`config.mk`:
```
export PLATFORM = sky130hd
export DESIGN_NAME = dmem_access_ctrl_flat
export DESIGN_NICKNAME = d
export VERILOG_FILES = /design/src/rtl/dmem_access_ctrl_pkg.sv /design/src/rtl/dmem_access_ctrl_if.sv /design/src/rtl/dmem_access_ctrl_req_timer.sv /design/src/rtl/dmem_access_ctrl.sv /design/src/flat_wrapper.sv
export SDC_FILE = /design/constraint.sdc
export NUM_CORES = 1
export LEC_CHECK = 0
export CAP_MARGIN = 20
export CELL_PAD_IN_SITES_DETAIL_PLACEMENT = 0
export CELL_PAD_IN_SITES_GLOBAL_PLACEMENT = 1
export CORE_UTILIZATION = 27
export DETAILED_ROUTE_END_ITERATION = 10
export GPL_ROUTABILITY_DRIVEN = 0
export GPL_TIMING_DRIVEN = 0
export PLACE_DENSITY_LB_ADDON = 0.1
export SLEW_MARGIN = 20
export SYNTH_ARGS = -nofsm -noshare
export SYNTH_HDL_FRONTEND = slang
export SYNTH_SLANG_ARGS = --single-unit
```
`constraint.sdc`:
```
create_clock -name clk_i -period 1.74 [get_ports clk_i]
set_input_delay 0.348 -clock clk_i [delete_from_list [all_inputs] [get_ports clk_i]]
set_output_delay 0.348 -clock clk_i [all_outputs]
set_load 0.01 [all_outputs]
```
`src/rtl/dmem_access_ctrl_pkg.sv`:
```
// Shared constants and state encoding for the MEM-stage data memory sequencer.
package dmem_access_ctrl_pkg;

  localparam int unsigned DMEM_ADDR_W = 32;
  localparam int unsigned DMEM_DATA_W = 32;

  typedef enum logic [1:0] {
    IDLE = 2'd0,
    REQ  = 2'd1,
    DONE = 2'd2,
    ERR  = 2'd3
  } dmemState_t;

endpackage : dmem_access_ctrl_pkg

```
`src/rtl/dmem_access_ctrl_if.sv`:
```
// Request/acknowledge bus between the MEM-stage sequencer and data memory.
interface dmem_access_ctrl_if
  import dmem_access_ctrl_pkg::*;
#(
  parameter int unsigned ADDR_W = DMEM_ADDR_W,
  parameter int unsigned DATA_W = DMEM_DATA_W
);

  logic              mem_req_o;
  logic              mem_we_o;
  logic [ADDR_W-1:0] mem_addr_o;
  logic [DATA_W-1:0] mem_wdata_o;
  logic              mem_ack_i;
  logic [DATA_W-1:0] mem_rdata_i;

  modport master (
    output mem_req_o, mem_we_o, mem_addr_o, mem_wdata_o,
    input  mem_ack_i, mem_rdata_i
  );

  modport slave (
    input  mem_req_o, mem_we_o, mem_addr_o, mem_wdata_o,
    output mem_ack_i, mem_rdata_i
  );

endinterface : dmem_access_ctrl_if

```
`src/rtl/dmem_access_ctrl_req_timer.sv`:
```
// Saturating cycle counter measuring how long a request has waited for ack.
module dmem_access_ctrl_req_timer #(
  parameter int unsigned TIMEOUT = 64
) (
  input  logic clk_i,
  input  logic rst_i,
  input  logic clear,
  input  logic enable,
  output logic expire
);

  localparam int unsigned CNT_W = $clog2(TIMEOUT) + 1;
  localparam logic [CNT_W-1:0] LAST_CNT = CNT_W'(TIMEOUT - 1);
  localparam logic [CNT_W-1:0] MAX_CNT  = {CNT_W{1'b1}};

  logic [CNT_W-1:0] count;

  // Count waiting cycles; hold at all-ones instead of wrapping.
  always_ff @(posedge clk_i) begin
    if (rst_i || clear) begin
      count <= '0;
    end else if (enable && (count != MAX_CNT)) begin
      count <= count + CNT_W'(1);
    end
  end

  // Expire on the last permitted waiting cycle.
  assign expire = (count >= LAST_CNT);

endmodule : dmem_access_ctrl_req_timer

```
`src/rtl/dmem_access_ctrl.sv`:
```
// MEM-stage sequencer: one registered request per load/store, pipeline held until ack.
module dmem_access_ctrl
  import dmem_access_ctrl_pkg::*;
#(
  parameter int unsigned ADDR_W  = DMEM_ADDR_W,
  parameter int unsigned DATA_W  = DMEM_DATA_W,
  parameter int unsigned TIMEOUT = 64
) (
  input  logic              clk_i,
  input  logic              rst_i,
  input  logic              MemRead_i,
  input  logic              MemWrite_i,
  input  logic [ADDR_W-1:0] addr_i,
  input  logic [DATA_W-1:0] wdata_i,
  dmem_access_ctrl_if.master memBus,
  output logic [DATA_W-1:0] rdata_o,
  output logic              stall_o,
  output logic              err_o
);

  dmemState_t        state;
  dmemState_t        stateNext;
  logic              access;
  logic              reqNext;
  logic              weNext;
  logic [ADDR_W-1:0] addrNext;
  logic [DATA_W-1:0] wdataNext;
  logic [DATA_W-1:0] rdataNext;
  logic              errNext;
  logic              timerClr;
  logic              timerEn;
  logic              timerExpire;

  assign access = MemRead_i | MemWrite_i;

  dmem_access_ctrl_req_timer #(
    .TIMEOUT (TIMEOUT)
  ) uReqTimer (
    .clk_i  (clk_i),
    .rst_i  (rst_i),
    .clear  (timerClr),
    .enable (timerEn),
    .expire (timerExpire)
  );

  // State register.
  always_ff @(posedge clk_i) begin
    if (rst_i) begin
      state <= IDLE;
    end else begin
      state <= stateNext;
    end
  end

  // Next state, next register values and the combinational stall.
  always_comb begin
    stateNext = state;
    reqNext   = memBus.mem_req_o;
    weNext    = memBus.mem_we_o;
    addrNext  = memBus.mem_addr_o;
    wdataNext = memBus.mem_wdata_o;
    rdataNext = rdata_o;
    errNext   = err_o;
    timerClr  = 1'b0;
    timerEn   = 1'b0;
    stall_o   = 1'b0;

    case (state)
      IDLE: begin
        stall_o = access;
        if (access) begin
          // A load+store combination is treated as a store.
          weNext    = MemWrite_i;
          addrNext  = addr_i;
          wdataNext = wdata_i;
          reqNext   = 1'b1;
          timerClr  = 1'b1;
          stateNext = REQ;
        end
      end
      REQ: begin
        stall_o = 1'b1;
        timerEn = 1'b1;
        // Ack has priority over a coincident timeout.
        if (memBus.mem_ack_i) begin
          if (!memBus.mem_we_o) begin
            rdataNext = memBus.mem_rdata_i;
          end
          reqNext   = 1'b0;
          stateNext = DONE;
        end else if (timerExpire) begin
          reqNext   = 1'b0;
          errNext   = 1'b1;
          stateNext = ERR;
        end
      end
      DONE: begin
        // Release cycle: access is still the same instruction, so never re-request here.
        stall_o   = 1'b0;
        stateNext = IDLE;
      end
      ERR: begin
        stall_o = 1'b1;
      end
    endcase
  end

  // Registered bus and pipeline outputs; they only move on state transitions.
  always_ff @(posedge clk_i) begin
    if (rst_i) begin
      memBus.mem_req_o   <= 1'b0;
      memBus.mem_we_o    <= 1'b0;
      memBus.mem_addr_o  <= '0;
      memBus.mem_wdata_o <= '0;
      rdata_o            <= '0;
      err_o              <= 1'b0;
    end else begin
      memBus.mem_req_o   <= reqNext;
      memBus.mem_we_o    <= weNext;
      memBus.mem_addr_o  <= addrNext;
      memBus.mem_wdata_o <= wdataNext;
      rdata_o            <= rdataNext;
      err_o              <= errNext;
    end
  end

endmodule : dmem_access_ctrl

```
`src/flat_wrapper.sv`:
```
// flat-port wrapper written by rule: the top's interface ports become plain ports
module dmem_access_ctrl_flat import dmem_access_ctrl_pkg::*;
#(
  parameter int unsigned ADDR_W  = DMEM_ADDR_W,
  parameter int unsigned DATA_W  = DMEM_DATA_W,
  parameter int unsigned TIMEOUT = 64
)
  (clk_i, rst_i, MemRead_i, MemWrite_i, addr_i, wdata_i, rdata_o, stall_o, err_o, memBus_mem_req_o, memBus_mem_we_o, memBus_mem_addr_o, memBus_mem_wdata_o, memBus_mem_ack_i, memBus_mem_rdata_i);
  dmem_access_ctrl_if #(.ADDR_W(ADDR_W), .DATA_W(DATA_W)) memBus_i ();
  input  logic clk_i;
  input  logic rst_i;
  input  logic MemRead_i;
  input  logic MemWrite_i;
  input  logic [ADDR_W-1:0] addr_i;
  input  logic [DATA_W-1:0] wdata_i;
  output logic [DATA_W-1:0] rdata_o;
  output logic stall_o;
  output logic err_o;
  output wire logic [$bits(memBus_i.mem_req_o)-1:0] memBus_mem_req_o;
  output wire logic [$bits(memBus_i.mem_we_o)-1:0] memBus_mem_we_o;
  output wire logic [$bits(memBus_i.mem_addr_o)-1:0] memBus_mem_addr_o;
  output wire logic [$bits(memBus_i.mem_wdata_o)-1:0] memBus_mem_wdata_o;
  input wire logic [$bits(memBus_i.mem_ack_i)-1:0] memBus_mem_ack_i;
  input wire logic [$bits(memBus_i.mem_rdata_i)-1:0] memBus_mem_rdata_i;
  assign memBus_mem_req_o = memBus_i.mem_req_o;
  assign memBus_mem_we_o = memBus_i.mem_we_o;
  assign memBus_mem_addr_o = memBus_i.mem_addr_o;
  assign memBus_mem_wdata_o = memBus_i.mem_wdata_o;
  assign memBus_i.mem_ack_i = memBus_mem_ack_i;
  assign memBus_i.mem_rdata_i = memBus_mem_rdata_i;
  dmem_access_ctrl #(.ADDR_W(ADDR_W), .DATA_W(DATA_W), .TIMEOUT(TIMEOUT)) u_core (.clk_i(clk_i), .rst_i(rst_i), .MemRead_i(MemRead_i), .MemWrite_i(MemWrite_i), .addr_i(addr_i), .wdata_i(wdata_i), .memBus(memBus_i), .rdata_o(rdata_o), .stall_o(stall_o), .err_o(err_o));
endmodule
```
==> results.toml <==
[outcome]
outcome = "finished, violations left"
failed_checks = "negative setup slack"

[yosys]
synth_seq_area_share_pct = 54.9
netlist_area_um2 = 3940
post_synth_inst_count = 497
synth.ff_latch_count = 108
syn_nets = 604
synth_cell_types = 31
synth_warnings = 0
post_synth.cell_area_avg_um2 = 7.93

[final_layout]
layout.cells.most_common = "clkdlybuf4s50_1"
finalNetCount = 816
areaGrowthSynthToFinish_pct = 65.2
antenna_cells = 0
leading_cell_types_in_the_layout_fill_and_taps_excluded = "clkdlybuf4s50_1, nand2_1, dfxtp_1, a21oi_1, clkbuf_1"
fin_cells = 892
summed_area_of_non_filler_cells_in_the_final_layout_um2 = 6510
layout_cells_sized_above_1_pct = 6.32

[drt]
via_count = 3936
antenna_violating_nets_remaining = 0
drt_pre_antenna_iters = 6
detail_route.iter0.violations = 113
drt_wl_total_um = 12300
route.detailed.vias_per_inst = 4.41
wl_per_cell_um = 13.8
route.detailed.drc = 0

[critical_path]
critical-path-slowest-cell = "dfxtp_4"
slowest_delay_ps = 370
path_cells = "inv_1 > ha_4 > nor3_4 > a21oi_2 > buf_2"
cp_data_arrival_time_ps = 1400
critPathLaunchType = "flip-flop"
critical_path_data_required_time_ps = 1390
path_max_fanout = 4
worst_setup_path_end_kind = "output pin"
critical_path_class = "reg2out"

[floorplan]
fp.coreArea_um2 = 14000
start_util_pct = 28.0
die_height_um = 123
std_cell_rows = 43
io-pin-count = 201
die_width_um = 123
die_area_um2 = 15100

[pwr]
p_per_area_nw_per_um2 = 1320
cellLeakagePower_nw = 2.39
ir_worst_vdd_v = 0.000673

[sta]
report.final.hold_viol_count = 0
fin_hold_ws_ps = 454
rsz0062_at_grt = "true"
setup_viol = 1
max_slew_margin_pct = 62.7
finClkSkew_ps = 4.65
timing.setup.tns_ps = -8.77
report.final.slew_viol_count = 0
worst_slack_ps = -8.77
clock.fmax_mhz = 572
timing.final.crit_share_pct = 101
fin_crit_ps = 1750
tightestPinTransition_ps = 559

[cts]
maximum_clock_path_buffer_count = 2
cts-hold-fix-buffers = 0
clk_transition_reported_paths_ps = 60
worstSkewPairLatency_ps = 350
clkSinkCount = 108
cts_tree = "built"
cts-root-buf = "clkbuf_16"
cts_buffers = 9
cts_max_level = 3

[global_route]
grt_max_degree = 16
gr-total-overflow = 0
first_global_vias = 3754
grt_util_all_layers_pct = 16.5
grt_first_pass_wirelength_um = 18800
antenna_found_initial = 0

[place]
port-buffer-count = 200
placement.cell_area_um2 = 6170
place_inst = 877
hpwlAfterDp_um = 9210

[hold_path]
hp-class = "reg2reg"

[flow_run]
cap_violations = 0
==> worst paths after layout <==
check / startpoint / end / slack (ps) / depth (start not counted)
setup reg to reg: u_core.state[0] / u_core.memBus.mem_wdata_o[21] / 60 / 7
setup / recovery: u_core.state[0] / stall_o / -9 / 5
hold / removal: u_core.memBus.mem_addr_o[18] / u_core.memBus.mem_addr_o[18] / 450 / 2
hold reg to reg: u_core.memBus.mem_addr_o[18] / u_core.memBus.mem_addr_o[18] / 450 / 2
==> final cells by class <==
| type | count | area, um2 |
|---|---|---|
| clock buffers | 12 | 246 |
| clock inverters | 2 | 12.5 |
| multi-input cells | 352 | 1670 |
| repair buffers | 201 | 2000 |
| fillers | 1401 | 7530 |
| flip-flops and latches | 108 | 2170 |
| inverters | 5 | 18.8 |
| plain buffers | 32 | 166 |
| well taps | 180 | 225 |
==> worst max-delay path: cells and delay by family, from the launching register on <==
kind	cells	cell delay (ps)
DFF	1	370
buffers and inverters	2	260
adders and majority gates	1	200
and+or+nand+nor	1	180
AOI/OAI and AO/OA	1	40
==> through the flow <==
step	setup WS (ps)	util [%]	power, W
after floorplan	274	-	0.00498
after global placement	-436	43.9	0.00661
after detailed placement	-472	43.9	0.00665
after CTS	-57.6	46.0	0.00864
after global routing	-102	46.3	0.00924
final	-8.77	46.3	0.00862
==> per-layer routing <==
metal  GRT usage, %  vias to the layer above  part of all wire (%)
met1           19.4                     1753                    43
met5              0                        -                     0
met3           6.74                       13                   8.9
met4           5.72                        0                   1.5
li1               -                     2038                     -
met2           26.8                      132                    47
==> timing repair <==
item / CTS / global route
buffers inserted: 1 / 0
resized for setup: 15 / 16
pin swaps: 0 / 1
setup endpoints to repair: 88 / 62
endpoints found under the hold margin: 0 / 0
==> cell usage after synthesis <==
cell type,number,share of area [%]
nor2b_1,1,0.16
nor2_1,9,0.86
o21ai_0,2,0.25
o211ai_1,1,0.19
nor3b_1,1,0.19
a21oi_1,105,13
xor2_1,1,0.22
nand4_1,2,0.32
nand2_1,198,19
a31oi_1,2,0.32
a211oi_1,1,0.19
nor3b_2,1,0.32
o21ai_1,1,0.13
mux2i_1,1,0.25
clkbuf_1,15,1.4
a21o_1,1,0.19
o31ai_1,1,0.19
a211oi_2,1,0.32
o21bai_1,2,0.38
nor3_1,3,0.38
inv_1,5,0.48
nand3b_1,1,0.19
nand3_1,4,0.51
buf_2,15,1.9
or4_1,2,0.38
buf_1,2,0.19
o21a_1,2,0.38
ha_1,6,1.9
dfxtp_1,108,55
nand2b_2,1,0.22
o21ai_2,2,0.44
==> kinds of logic after synthesis <==
group           count (synthesis)  synth area share (%)
fa+ha+maj                       6                  1.91
flops                         108                  54.9
compound gates                121                  16.3
simple gates                  223                  22.4
mux                             1                 0.254
buf+inv                        37                  4.00
xor+xnor                        1                 0.222
==> where the power goes <==
part | internal, W | switching, W
Clock | 0.000994 | 0.000880
Sequential | 0.00297 | 0.000260
Combinational | 0.00169 | 0.00182
==> state kept, by name, summed over array words and instances (netlist names) <==
name                       cells
u_core.memBus.mem_we_o         1
u_core.memBus.mem_addr_o      32
u_core.state                   2
u_core.memBus.mem_wdata_o     32
u_core.uReqTimer.count         7
u_core.rdata_o                32
u_core.memBus.mem_req_o        1
u_core.err_o                   1
Note: power is estimated with default switching activity, not from simulation.
